### src/rtl/seq_div_pkg.sv
`default_nettype none
// +------------------------------------------------------------------+
// | seq_div_pkg                                                      |
// | Shared constants for the sequential restoring divider.           |
// | Revision: 1.0                                                    |
// +------------------------------------------------------------------+
package seq_div_pkg;

    localparam logic [1:0] ST_IDLE  = 2'd0;
    localparam logic [1:0] ST_RUN   = 2'd1;
    localparam logic [1:0] ST_DZERO = 2'd2;

    localparam int DEFAULT_WIDTH = 4;

    // Wide enough to hold the iteration index for any legal width.
    function automatic int cnt_width(input int w);
        return $clog2(w) + 1;
    endfunction

    localparam int CNT_WIDTH = cnt_width(DEFAULT_WIDTH);

endpackage
`default_nettype wire

### src/rtl/div_step.sv
`default_nettype none
// +------------------------------------------------------------------+
// | div_step                                                         |
// | One combinational restoring-division iteration (trial subtract). |
// | Revision: 1.0                                                    |
// +------------------------------------------------------------------+
module div_step #(
    parameter int WIDTH = 4
) (
    input  logic [WIDTH-1:0] i_r,
    input  logic             i_q_msb,
    input  logic [WIDTH-1:0] i_d,
    output logic [WIDTH-1:0] o_r,
    output logic             o_q_bit
);

    logic [WIDTH:0]   w_shift;
    logic [WIDTH-1:0] w_diff;
    logic             w_borrow;

    // The partial remainder stays below the divisor, so its top bit is
    // always zero and WIDTH bits are enough to carry it between steps.
    assign w_shift  = {i_r, i_q_msb};
    assign w_borrow = (w_shift < {1'b0, i_d});
    assign w_diff   = w_shift[WIDTH-1:0] - i_d;

    assign o_r     = w_borrow ? w_shift[WIDTH-1:0] : w_diff;
    assign o_q_bit = ~w_borrow;

endmodule
`default_nettype wire

### src/rtl/seq_divider.sv
`default_nettype none
// +------------------------------------------------------------------+
// | seq_divider                                                      |
// | Multi-cycle unsigned restoring divider with start/done handshake.|
// | Revision: 1.0                                                    |
// +------------------------------------------------------------------+
module seq_divider
    import seq_div_pkg::*;
#(
    parameter int WIDTH = DEFAULT_WIDTH
) (
    input  logic             clk,
    input  logic             rst,
    input  logic             start,
    input  logic [WIDTH-1:0] dividend,
    input  logic [WIDTH-1:0] divisor,
    output logic             busy,
    output logic             done,
    output logic [WIDTH-1:0] quotient,
    output logic [WIDTH-1:0] remainder,
    output logic             div_by_zero
);

    localparam int CNT_W = cnt_width(WIDTH);
    localparam logic [CNT_W-1:0] c_last = CNT_W'(WIDTH - 1);

    logic [1:0]       r_state;
    logic [WIDTH-1:0] r_q;
    logic [WIDTH-1:0] r_d;
    logic [WIDTH-1:0] r_r;
    logic [CNT_W-1:0] r_cnt;
    logic             r_busy;
    logic             r_done;
    logic             r_dbz;
    logic [WIDTH-1:0] r_quot;
    logic [WIDTH-1:0] r_rem;

    logic [WIDTH-1:0] w_r_next;
    logic             w_q_bit;
    logic [WIDTH-1:0] w_q_next;

    div_step #(
        .WIDTH (WIDTH)
    ) u_div_step (
        .i_r     (r_r),
        .i_q_msb (r_q[WIDTH-1]),
        .i_d     (r_d),
        .o_r     (w_r_next),
        .o_q_bit (w_q_bit)
    );

    assign w_q_next = {r_q[WIDTH-2:0], w_q_bit};

    always_ff @(posedge clk) begin
        if (rst) begin
            r_state <= ST_IDLE;
            r_q     <= '0;
            r_d     <= '0;
            r_r     <= '0;
            r_cnt   <= '0;
            r_busy  <= 1'b0;
            r_done  <= 1'b0;
            r_dbz   <= 1'b0;
            r_quot  <= '0;
            r_rem   <= '0;
        end else begin
            r_done <= 1'b0;
            case (r_state)
                ST_IDLE: begin
                    if (start) begin
                        r_q     <= dividend;
                        r_d     <= divisor;
                        r_r     <= '0;
                        r_cnt   <= '0;
                        r_busy  <= 1'b1;
                        r_dbz   <= 1'b0;
                        r_state <= (divisor != '0) ? ST_RUN : ST_DZERO;
                    end
                end
                ST_RUN: begin
                    r_r   <= w_r_next;
                    r_q   <= w_q_next;
                    r_cnt <= r_cnt + 1'b1;
                    if (r_cnt == c_last) begin
                        r_quot  <= w_q_next;
                        r_rem   <= w_r_next;
                        r_done  <= 1'b1;
                        r_busy  <= 1'b0;
                        r_state <= ST_IDLE;
                    end
                end
                ST_DZERO: begin
                    // Q still holds the untouched dividend here.
                    r_quot  <= '1;
                    r_rem   <= r_q;
                    r_dbz   <= 1'b1;
                    r_done  <= 1'b1;
                    r_busy  <= 1'b0;
                    r_state <= ST_IDLE;
                end
                default: begin
                    r_busy  <= 1'b0;
                    r_state <= ST_IDLE;
                end
            endcase
        end
    end

    assign busy        = r_busy;
    assign done        = r_done;
    assign quotient    = r_quot;
    assign remainder   = r_rem;
    assign div_by_zero = r_dbz;

endmodule
`default_nettype wire

### config.mk
export PLATFORM = sky130hd
export DESIGN_NAME = seq_divider
export DESIGN_NICKNAME = d
export VERILOG_FILES = /design/src/rtl/seq_div_pkg.sv /design/src/rtl/div_step.sv /design/src/rtl/seq_divider.sv
export SDC_FILE = /design/constraint.sdc
export NUM_CORES = 1
export LEC_CHECK = 0
export CAP_MARGIN = 20
export CORE_MARGIN = 5
export CORE_UTILIZATION = 35
export CTS_CLUSTER_DIAMETER = 200
export DETAILED_ROUTE_END_ITERATION = 10
export PLACE_DENSITY_LB_ADDON = 0.12
export SLEW_MARGIN = 5
export SYNTH_ARGS = -nofsm -noshare
export SYNTH_HDL_FRONTEND = slang
export SYNTH_SLANG_ARGS = --single-unit
### constraint.sdc
create_clock -name clk -period 4.54 [get_ports clk]
set_input_delay 0.681 -clock clk [delete_from_list [all_inputs] [get_ports clk]]
set_output_delay 0.681 -clock clk [all_outputs]
set_load 0.005 [all_outputs]
; ---- Word level (Yosys, flattened, before mapping)
; Index checks and enable logic that the tools add are counted.
[totals]
ff_bits = 28
latch_bits = 0
mem_bits_rw = 0
rom_bits = 0
in_bits = 11
output_inout_bits = 11
mem_count = 0
[op_classes]
addsub = 2
n_mul = 0
div = 0
magnitude_cmp = 1
n_eq_ne = 5
shifts = 0
muxes = 22
bitwise_logic = 1
n_reduce_logical = 10
[ops]
columns = operator, n
row1 = 4-bit one-hot mux with 2 select lines, 4
row2 = 4-bit two-way mux, 5
row3 = 2-bit AND reduction, 5
row4 = 2-bit two-way mux, 3
row5 = 1-bit one-hot mux with 2 select lines, 3
row6 = 3-bit one-hot mux with 2 select lines, 1
row7 = 2-bit nonzero test, 3
row8 = 5-bit by 4-bit < comparator with 1-bit output, 1
row9 = 1-bit two-way mux, 4
row10 = "2-bit inequality test, second input constant", 2
row11 = 2-bit one-hot mux with 2 select lines, 1
row12 = 4-bit nonzero test, 1
row13 = 4-bit subtractor, 1
row14 = "3-bit by 1-bit adder with 3-bit output, second input constant", 1
row15 = "3-bit by 2-bit equality test with 1-bit output, second input constant", 1
row16 = 3-bit two-way mux, 1
row17 = "2-bit by 1-bit equality test with 1-bit output, second input constant", 1
row18 = "2-bit equality test, second input constant", 1
row19 = 2-bit logical NOT, 1
row20 = 1-bit inverter, 1

; ---- Longest topological paths before layout
; Gate-level depths: netlist of the first run.
[logic_depth]
word_depth = 4
mapped_depth = 8

; ---- Cells and area by module
; Synthesis of the first run repeated with hierarchy kept, for this count alone.
[unflattened]
hier_cells = 163
hier_area_um2 = 1490.2
[modules_own_cells]
columns = module, instances, cells_per_inst, area_per_inst_um2, seq_area_each_um2
row1 = seq_divider, 1, 139, 1290.0, 560.5
row2 = div_step, 1, 24, 200.2, 0.0

; ---- Worst setup path before layout of the first run
; Ideal clock, no wire load.
[synth_timing]
path_type = flip-flop to flip-flop
from = reg r_d[1]
to = reg r_rem[3] (netlist: remainder[3])
setup_time_ns = 0.086
arrival_ns = 1.586
setup_slack_ns = 2.868
stages_incl_launch_ff = 8
n_path_buf = 0
synth_period_minus_slack_ns = 1.672
path_cell_list = dfxtp_1 inv_1 ha_1 nor2b_4 o311a_4 a211oi_2 mux2i_1 a211oi_1
[synth_via]
elab_chain_cells = 4
word_cells_on_any_way = 5
cone_classes = 1 x add/sub / 1 x order compare / 3 x mux
[synth_rtl]
columns = element, line
row1 = start: declaration, seq_divider.sv:29  ; logic [WIDTH-1:0] r_d;
row2 = start signal: assignment, seq_divider.sv:72  ; r_d <= divisor;
row3 = 4-bit subtractor or 5-bit by 4-bit < comparator with 1-bit output (tied branches), "div_step.sv:25, div_step.sv:24"
row4 = 4-bit two-way mux (*), div_step.sv:27  ; assign o_r = w_borrow ? w_shift[WIDTH-1:0] : w_diff;
row5 = 4-bit two-way mux (*), seq_divider.sv:84  ; if (r_cnt == c_last) begin
row6 = 4-bit one-hot mux with 2 select lines (*), seq_divider.sv:68  ; case (r_state)
row7 = end signal: assignment, seq_divider.sv:86  ; r_rem <= w_r_next;
row8 = end signal: assignment, seq_divider.sv:95  ; r_rem <= r_q;
row9 = end: declaration, seq_divider.sv:36  ; logic [WIDTH-1:0] r_rem;
; Every way passes the cells marked *; elsewhere a longest branch is shown, timed or not. The select of a mux whose other input is x is not followed.
; A chain may end at the register's enable or synchronous reset.

==> metrics, run 1 <==
CTS tree=yes; global-route wire length before repair=6150 µm; crit path launch type=primary input; post-CTS setup buffers=0; CP peak stage delay=0.90 ns; grt ovf=0; drc violations=0; footprint of the multi-input gates=872 µm²; fillers=441; FF+latch count, synth=28; Arr. time, crit path=2.40 ns; Finished Core Util=42.6%; met3 wire len=115 µm; critical path fanouts, max=27; DRT antenna net count=0; max-slew violations=0; WP buf/inv=1; crit end category=flop; WL/cell=14.1 µm; EDFF count, synth=0; area of the core=4290 µm²; MaxCap Viol Count=0; DP Area=1760 µm²; Ys Warns=0; CP cell instances=clkdlybuf4s50_1 -> nor3_1 -> a32o_1; Max VDD drop=259 µV; CTS resizes=0; DR top layer=met4; fmax=0.461 GHz; Rel. slew slack=35.6%; Ports=22; WS Path Type=in -> reg; register area=561 µm²; status=finished clean; final net count=215; DR iter-0 viols=45; Die Width=76.0 µm; pwr/cell area=337 nW/µm²; Clk Latency, worst-skew pair=0.28 ns; DR vias=1294; PortBufs=21; Root Buffer=clkbuf_8; most common flop cell mapped by yosys=dfxtp_1; synthesized netlist cell count=177; final hold viol count=0; fin crit period=2.17 ns; synth cell count leaders=dfxtp_1, nor2_1, nand2_1; layout cells sized above 1=9.33%; Rows=24; WL met1=1720 µm; met2 WL=1600 µm; Clock Tree Buf Depth=2; Synth area leader=dfxtp_1; total power=0.617 mW; CTS sink cnt=28; Post-synth ARST share=0%; DP HPWL=2610 µm; Layout Skew=0.00934 ns; DR pass1 iterations=4; Area Overhead vs Synth=20.0%; vias per cell=5.28; cts hold-fix bufs=0; register area share after synthesis=36.8%; share of the synthesized area in the top cell type=36.8%; RSZ-0062 raised after global routing=false; All-Layer GR Usage=12.4%; worst slack, placed=2.08 ns; vias in the first global route=1327; critical path's top delay family=buffers and inverters; Final Wtd Congestion=0.740; critical path required time=4.77 ns; largest cells by area after synthesis=dfxtp_1, ha_1, nor2_1, mux2i_1, a21oi_1; DIE AREA=5770 µm²; Synth Cell Area=1520 µm²; CP max-delay cell=clkdlybuf4s50_1; fin area=1830 µm²; CTS Buf Count=3; CTS H-tree lvls=1; Clock transition at path regs=0.10 ns; initial antenna violation count=0; Synth cell types=39; largest net degree at the start of global routing=28; Mean Syn Cell Area=8.61 µm²; Tcrit/Tclk final=47.8%; Final setup viols=0; Worst Hold Class=reg -> reg; worst slew pin tran=0.962 ns; Setup TNS=0 ns; LEAKAGE=0.668 nW; Post-Route WL=3460 µm; Initial Util=35.5%; ANT cells=0; most frequent cell after synthesis=dfxtp_1; worst setup margin=2.37 ns; Die H=76.0 µm; Synth Net Count=198
==> cell families after synthesis <==
group                    synth area share [%]
AO/OA/AOI/OAI                            25.1
XOR/XNOR                                 1.15
adder cells (fa/ha/maj)                  8.70
buffers and inverters                    5.99
flip-flops                               36.8
multiplexers                             3.94
AND/OR/NAND/NOR                          18.3
==> cell usage in the layout (no fill, tap or decap) <==
| master | Yosys | routed |
|---|---|---|
| nand2_1 | 13 | 13 |
| nor2_1 | 23 | 23 |
| dfxtp_1 | 28 | 28 |
| a21oi_2 | 1 | 1 |
| a311oi_1 | 2 | 2 |
| or2_4 | 2 | 2 |
| xnor2_1 | 1 | 1 |
| nand3_1 | 7 | 7 |
| nand2b_1 | 2 | 2 |
| a22oi_1 | 3 | 3 |
| inv_1 | 12 | 12 |
| a22o_1 | 1 | 1 |
| a21oi_1 | 11 | 11 |
| a211o_1 | 1 | 1 |
| nor4_1 | 1 | 1 |
| a211oi_2 | 1 | 1 |
| o21ai_0 | 7 | 7 |
| bufinv_16 | 0 | 1 |
| o22ai_1 | 3 | 3 |
| ha_1 | 9 | 9 |
| o21ai_2 | 6 | 6 |
| a32o_1 | 2 | 2 |
| o311a_4 | 1 | 1 |
| o21bai_1 | 2 | 2 |
| o32ai_1 | 1 | 1 |
| and2_1 | 1 | 1 |
| nor4_4 | 1 | 1 |
| nor3_1 | 5 | 5 |
| fa_1 | 1 | 1 |
| nor2b_1 | 1 | 1 |
| a221oi_1 | 2 | 2 |
| nor2b_4 | 1 | 1 |
| mux2i_1 | 6 | 6 |
| clkdlybuf4s50_1 | 0 | 21 |
| xor2_1 | 1 | 1 |
| inv_2 | 1 | 1 |
| o21a_1 | 1 | 1 |
| a211oi_1 | 7 | 7 |
| clkbuf_8 | 0 | 3 |
==> tightest hold or removal path: cells and delay by family (launching register included) <==
kind | cells | cell delay (ns)
and+or+nand+nor | 1 | 0.05
DFF | 1 | 0.33
AOI/OAI and AO/OA | 1 | 0.05
==> routing by layer <==
layer / up-vias / global-route usage [%]
met2: 23 / 20.1
li1: 660 / -
met1: 609 / 16.6
met4: 0 / 2.31
met3: 2 / 3.43
met5: - / 0
==> final timing paths <==
path | end | slack [ns] | startpoint | cells after the start
min | quotient[0] | 0.47 | quotient[0] | 2
min reg2reg | quotient[0] | 0.47 | quotient[0] | 2
max reg2reg | r_r[2] | 2.45 | r_state[1] | 6
max | r_r[1] | 2.37 | rst | 3
==> through the flow <==
| stage | hold slack (ns) | cells |
|---|---|---|
| after global placement | 0.448 | 241 |
| final | 0.465 | 245 |
| after floorplan | 0.436 | 177 |
| after global routing | 0.508 | 245 |
| after CTS | 0.468 | 245 |
| after detailed placement | 0.451 | 241 |
==> final cells by class <==
type	count	share of cell area (%)
clock buffers	3	2.26
clock inverters	1	1.64
inverters	13	2.67
multi-input cells	127	47.7
flip-flops and latches	28	30.7
well taps	52	3.56
repair buffers	21	11.5
==> state kept, by name, summed over array words and instances, names as in the netlist <==
register and cells:
quotient 4, r_d 4, r_q 4, r_r 4, remainder 4, r_cnt 3
r_state 2, busy 1, div_by_zero 1, done 1
==> power by group <==
part / internal (mW) / total [mW] / switching, mW
logic: 0.0650 / 0.146 / 0.0809
registers: 0.260 / 0.272 / 0.0121
clock network: 0.118 / 0.199 / 0.0808
(Power assumes the default switching activity.)
==> run 2: changes to the inputs <==
clock period = 2 ns   (was 4.54 ns; I/O delays follow)
==> metrics, run 2 (same netlist as run 1, synthesis figures left out) <==
CTS tree=yes; CTS resizes=0; CP peak stage delay=0.39 ns; Tcrit/Tclk final=93.0%; Power Internal=1.03 mW; drc violations=0; Die H=76.0 µm; LEAKAGE=0.736 nW; Clock transition at path regs=0.10 ns; Post-Route WL=3750 µm; clock power share=31.7%; CP cell instances=inv_1 -> ha_1 -> nor2b_4 -> o311a_4 -> a211oi_2 -> mux2i_1 -> a211oi_1; final hold viol count=0; critical path required time=2.20 ns; commonest non-fill, non-tap cells in the layout=dfxtp_1, nor2_1, clkdlybuf4s50_1; ANT cells=0; PortBufs=21; fillers=431; switching power=0.400 mW; final net count=229; CTS Buf Count=3; vias per cell=5.22; area of the core=4290 µm²; MaxCap Viol Count=0; DP HPWL=3010 µm; Ports=22; Final setup viols=0; WS Path Type=reg -> reg; Setup TNS=0 ns; DIE AREA=5770 µm²; fmax=0.538 GHz; Clock Tree Buf Depth=2; Finished Core Util=45.0%; vias in the first global route=1372; DR vias=1353; Max VDD drop=346 µV; RSZ-0062 raised after global routing=false; footprint of the multi-input gates=872 µm²; largest net degree at the start of global routing=17; pwr/cell area=738 nW/µm²; CTS sink cnt=28; post-CTS setup buffers=0; WP buf/inv=1; All-Layer GR Usage=13.3%; Root Buffer=clkbuf_8; crit path launch type=flop; Die Width=76.0 µm; Seq pwr share=43.2%; Worst Hold Class=reg -> reg; worst slew pin tran=0.434 ns; status=finished clean; Clk Latency, worst-skew pair=0.28 ns; initial antenna violation count=0; Arr. time, crit path=2.06 ns; Final Wtd Congestion=0.837; sw frac=28.1%; fin crit period=1.86 ns; DR pass1 iterations=4; CP max-delay cell=dfxtp_1; Rel. slew slack=70.8%; DRT antenna net count=0; critical path fanouts, max=4; cts hold-fix bufs=0; Initial Util=35.5%; grt ovf=0; most common cell after layout, fill and taps aside=dfxtp_1; max-slew violations=0; DR iter-0 viols=44; WL/cell=14.5 µm; worst slack, placed=0.154 ns; total power=1.43 mW; Rows=24; global-route wire length before repair=6460 µm; register area=561 µm²; CTS H-tree lvls=1; critical path's top delay family=compound AO/OA/AOI/OAI gates; crit end category=flop; layout cells sized above 1=15.5%; Area Overhead vs Synth=26.8%; Layout Skew=0.00307 ns; Combinational Power Share=25.0%; worst setup margin=0.140 ns
[run 2: layer usage]
metal | global-route usage, % | wire length, µm | vias up | share of wire (%)
met5 | 0 | 0 | - | 0
met4 | 5.16 | 66 | 0 | 1.8
met3 | 1.77 | 77 | 8 | 2.1
met2 | 21.5 | 1800 | 19 | 48
met1 | 17.7 | 1810 | 640 | 48
li1 | - | - | 686 | -
[run 2: worst reg2reg max path: cells and delay by family, from the launching register on]
kind                       cells  cell delay (ns)
buffers and inverters          1             0.06
AOI/OAI and AO/OA              3             0.75
DFF                            1             0.39
muxes                          1             0.12
adders and majority gates      1             0.31
and+or+nand+nor                1             0.15
[run 2: layout make-up]
cell class / count / area share, %
clock inverter: 1 / 1.55
multi-input combinational: 127 / 45.1
sequential: 28 / 29.0
clock buffer: 3 / 2.14
timing repair buffer: 35 / 16.3
inverter: 13 / 2.52
tap: 52 / 3.37
[run 2: stage by stage]
step	instance area, µm²	instances	hold WS [ns]
finish	1930	259	0.452
global route	1930	259	0.498
global placement	1860	255	0.445
detailed placement	1860	255	0.444
floorplan	1520	177	0.436
CTS	1930	259	0.459
[run 2: power by group through the flow]
stage | Combinational [mW] | Sequential (mW) | Clock (mW)
final | 0.357 | 0.617 | 0.453
after global routing | 0.397 | 0.620 | 0.488
after CTS | 0.359 | 0.616 | 0.470
after detailed placement | 0.356 | 0.629 | 0
after global placement | 0.351 | 0.629 | 0
after floorplan | 0.243 | 0.622 | 0
[run 2: final timing paths]
path / from / to / slack [ns] / cells past startpoint
hold reg to reg: quotient[0] / quotient[0] / 0.45 / 2
hold / removal: quotient[0] / quotient[0] / 0.45 / 2
setup reg to reg: r_d[1] / remainder[3] / 0.14 / 7
setup / recovery: r_d[1] / remainder[3] / 0.14 / 7
==> run 3: changes to the inputs <==
CORE_UTILIZATION = 30   (was 35)
PLACE_DENSITY_LB_ADDON = not set   (was 0.12)
RECOVER_POWER = 25   (was not set)
==> metrics, run 3 (same netlist as run 1, synthesis figures left out) <==
layout cells sized above 1=14.2%; hold path endpoint=quotient[0]; max-slew violations=0; sw frac=29.8%; Worst Reg-to-Reg Cells=7; Area Overhead vs Synth=26.2%; CTS resizes=0; Root Buffer=clkbuf_8; R2R setup slack=0.11 ns; Ports=22; Die H=81.3 µm; Final Wtd Congestion=0.811; WL/cell=12.9 µm; Worst R2R End=remainder[3]; clock power share=26.8%; Tcrit/Tclk final=94.4%; post-CTS setup buffers=0; r2r startpoint=r_d[1]; area of the core=5010 µm²; fmax=0.529 GHz; initial antenna violation count=0; DR vias=1333; WS Path Type=reg -> reg; crit end category=flop; fin crit period=1.89 ns; pwr/cell area=688 nW/µm²; CTS tree=yes; Rel. slew slack=69.5%; DIE AREA=6610 µm²; commonest non-fill, non-tap cells in the layout=dfxtp_1, nor2_1, clkdlybuf4s50_1; global-route wire length before repair=5990 µm; vias per cell=4.86; drc violations=0; Clk Latency, worst-skew pair=0.27 ns; DP HPWL=2800 µm; Final setup viols=0; switching power=0.395 mW; Finished Core Util=38.4%; Max VDD drop=300 µV; final net count=226; hold path depth=2; CTS sink cnt=28; MaxCap Viol Count=0; DR pass1 iterations=4; PortBufs=21; Layout Skew=0.00335 ns; crit path launch type=flop; Clock Tree Buf Depth=2; cts hold-fix bufs=0; critical path fanouts, max=4; worst slew pin tran=0.454 ns; All-Layer GR Usage=11.8%; Post-Route WL=3530 µm; Power Internal=0.928 mW; largest net degree at the start of global routing=16; DR iter-0 viols=59; Seq pwr share=46.6%; Arr. time, crit path=2.09 ns; CTS H-tree lvls=1; Die Width=81.3 µm; DRT antenna net count=0; RSZ-0062 raised after global routing=false; Worst Hold Class=reg -> reg; hold path startpoint=quotient[0]; Clock transition at path regs=0.10 ns; Initial Util=30.4%; CTS Buf Count=3; LEAKAGE=0.734 nW; critical path required time=2.20 ns; status=finished clean; ANT cells=0; grt ovf=0; final hold viol count=0; Setup TNS=0 ns; Rows=26; most common cell after layout, fill and taps aside=dfxtp_1; Combinational Power Share=26.6%; vias in the first global route=1289
[run 3: how the worst max path moves through the flow]
stage | start | endpoint | slack [ns] | cells after the start
global placement | r_d[1] | remainder[3] | 0.10 | 7
finish | r_d[1] | remainder[3] | 0.11 | 7
floorplan | r_d[1] | remainder[3] | 0.33 | 7
CTS | r_d[1] | remainder[3] | 0.07 | 7
detailed placement | r_d[1] | remainder[3] | 0.1 | 7
global route | r_d[1] | remainder[3] | 0.01 | 7
[run 3: cell type report]
type,count,area [µm²]
Fill cell,538,3090
Multi-Input combinational cell,127,882
Sequential cell,28,561
Timing Repair Buffer,32,289
Tap cell,70,87.6
Clock buffer,4,55.1
Inverter,13,48.8
[run 3: power groups by stage]
stage / logic [mW] / clock network (mW) / registers (mW)
CTS: 0.350 / 0.370 / 0.617
finish: 0.352 / 0.355 / 0.616
global placement: 0.345 / 0 / 0.629
global route: 0.395 / 0.387 / 0.621
floorplan: 0.243 / 0 / 0.622
detailed placement: 0.349 / 0 / 0.629
[run 3: layer usage]
| metal | share of wire [%] | track usage, % | vias up |
|---|---|---|---|
| met5 | 0 | 0 | - |
| met1 | 48 | 14.9 | 614 |
| met2 | 47 | 19.0 | 27 |
| li1 | - | - | 686 |
| met4 | 2.0 | 5.07 | 0 |
| met3 | 3.6 | 2.66 | 6 |
[run 3: per-stage QoR]
step	power, mW	instance area, µm²	hold WS (ns)	std cells	setup WS (ns)
floorplan	0.866	1520	0.436	177	0.328
global placement	0.974	1860	0.449	270	0.104
detailed placement	0.978	1860	0.450	270	0.0961
CTS	1.34	1920	0.468	274	0.0731
global route	1.40	1920	0.491	274	0.0102
finish	1.32	1920	0.464	274	0.111
[run 3: worst max-delay path, stage by stage, from the launching register on]
cell,delay [ns]
dfxtp_1,0.40
inv_1,0.07
ha_1,0.28
nor2b_4,0.14
o311a_4,0.35
a211oi_4,0.21
mux2i_1,0.14
a211oi_1,0.23
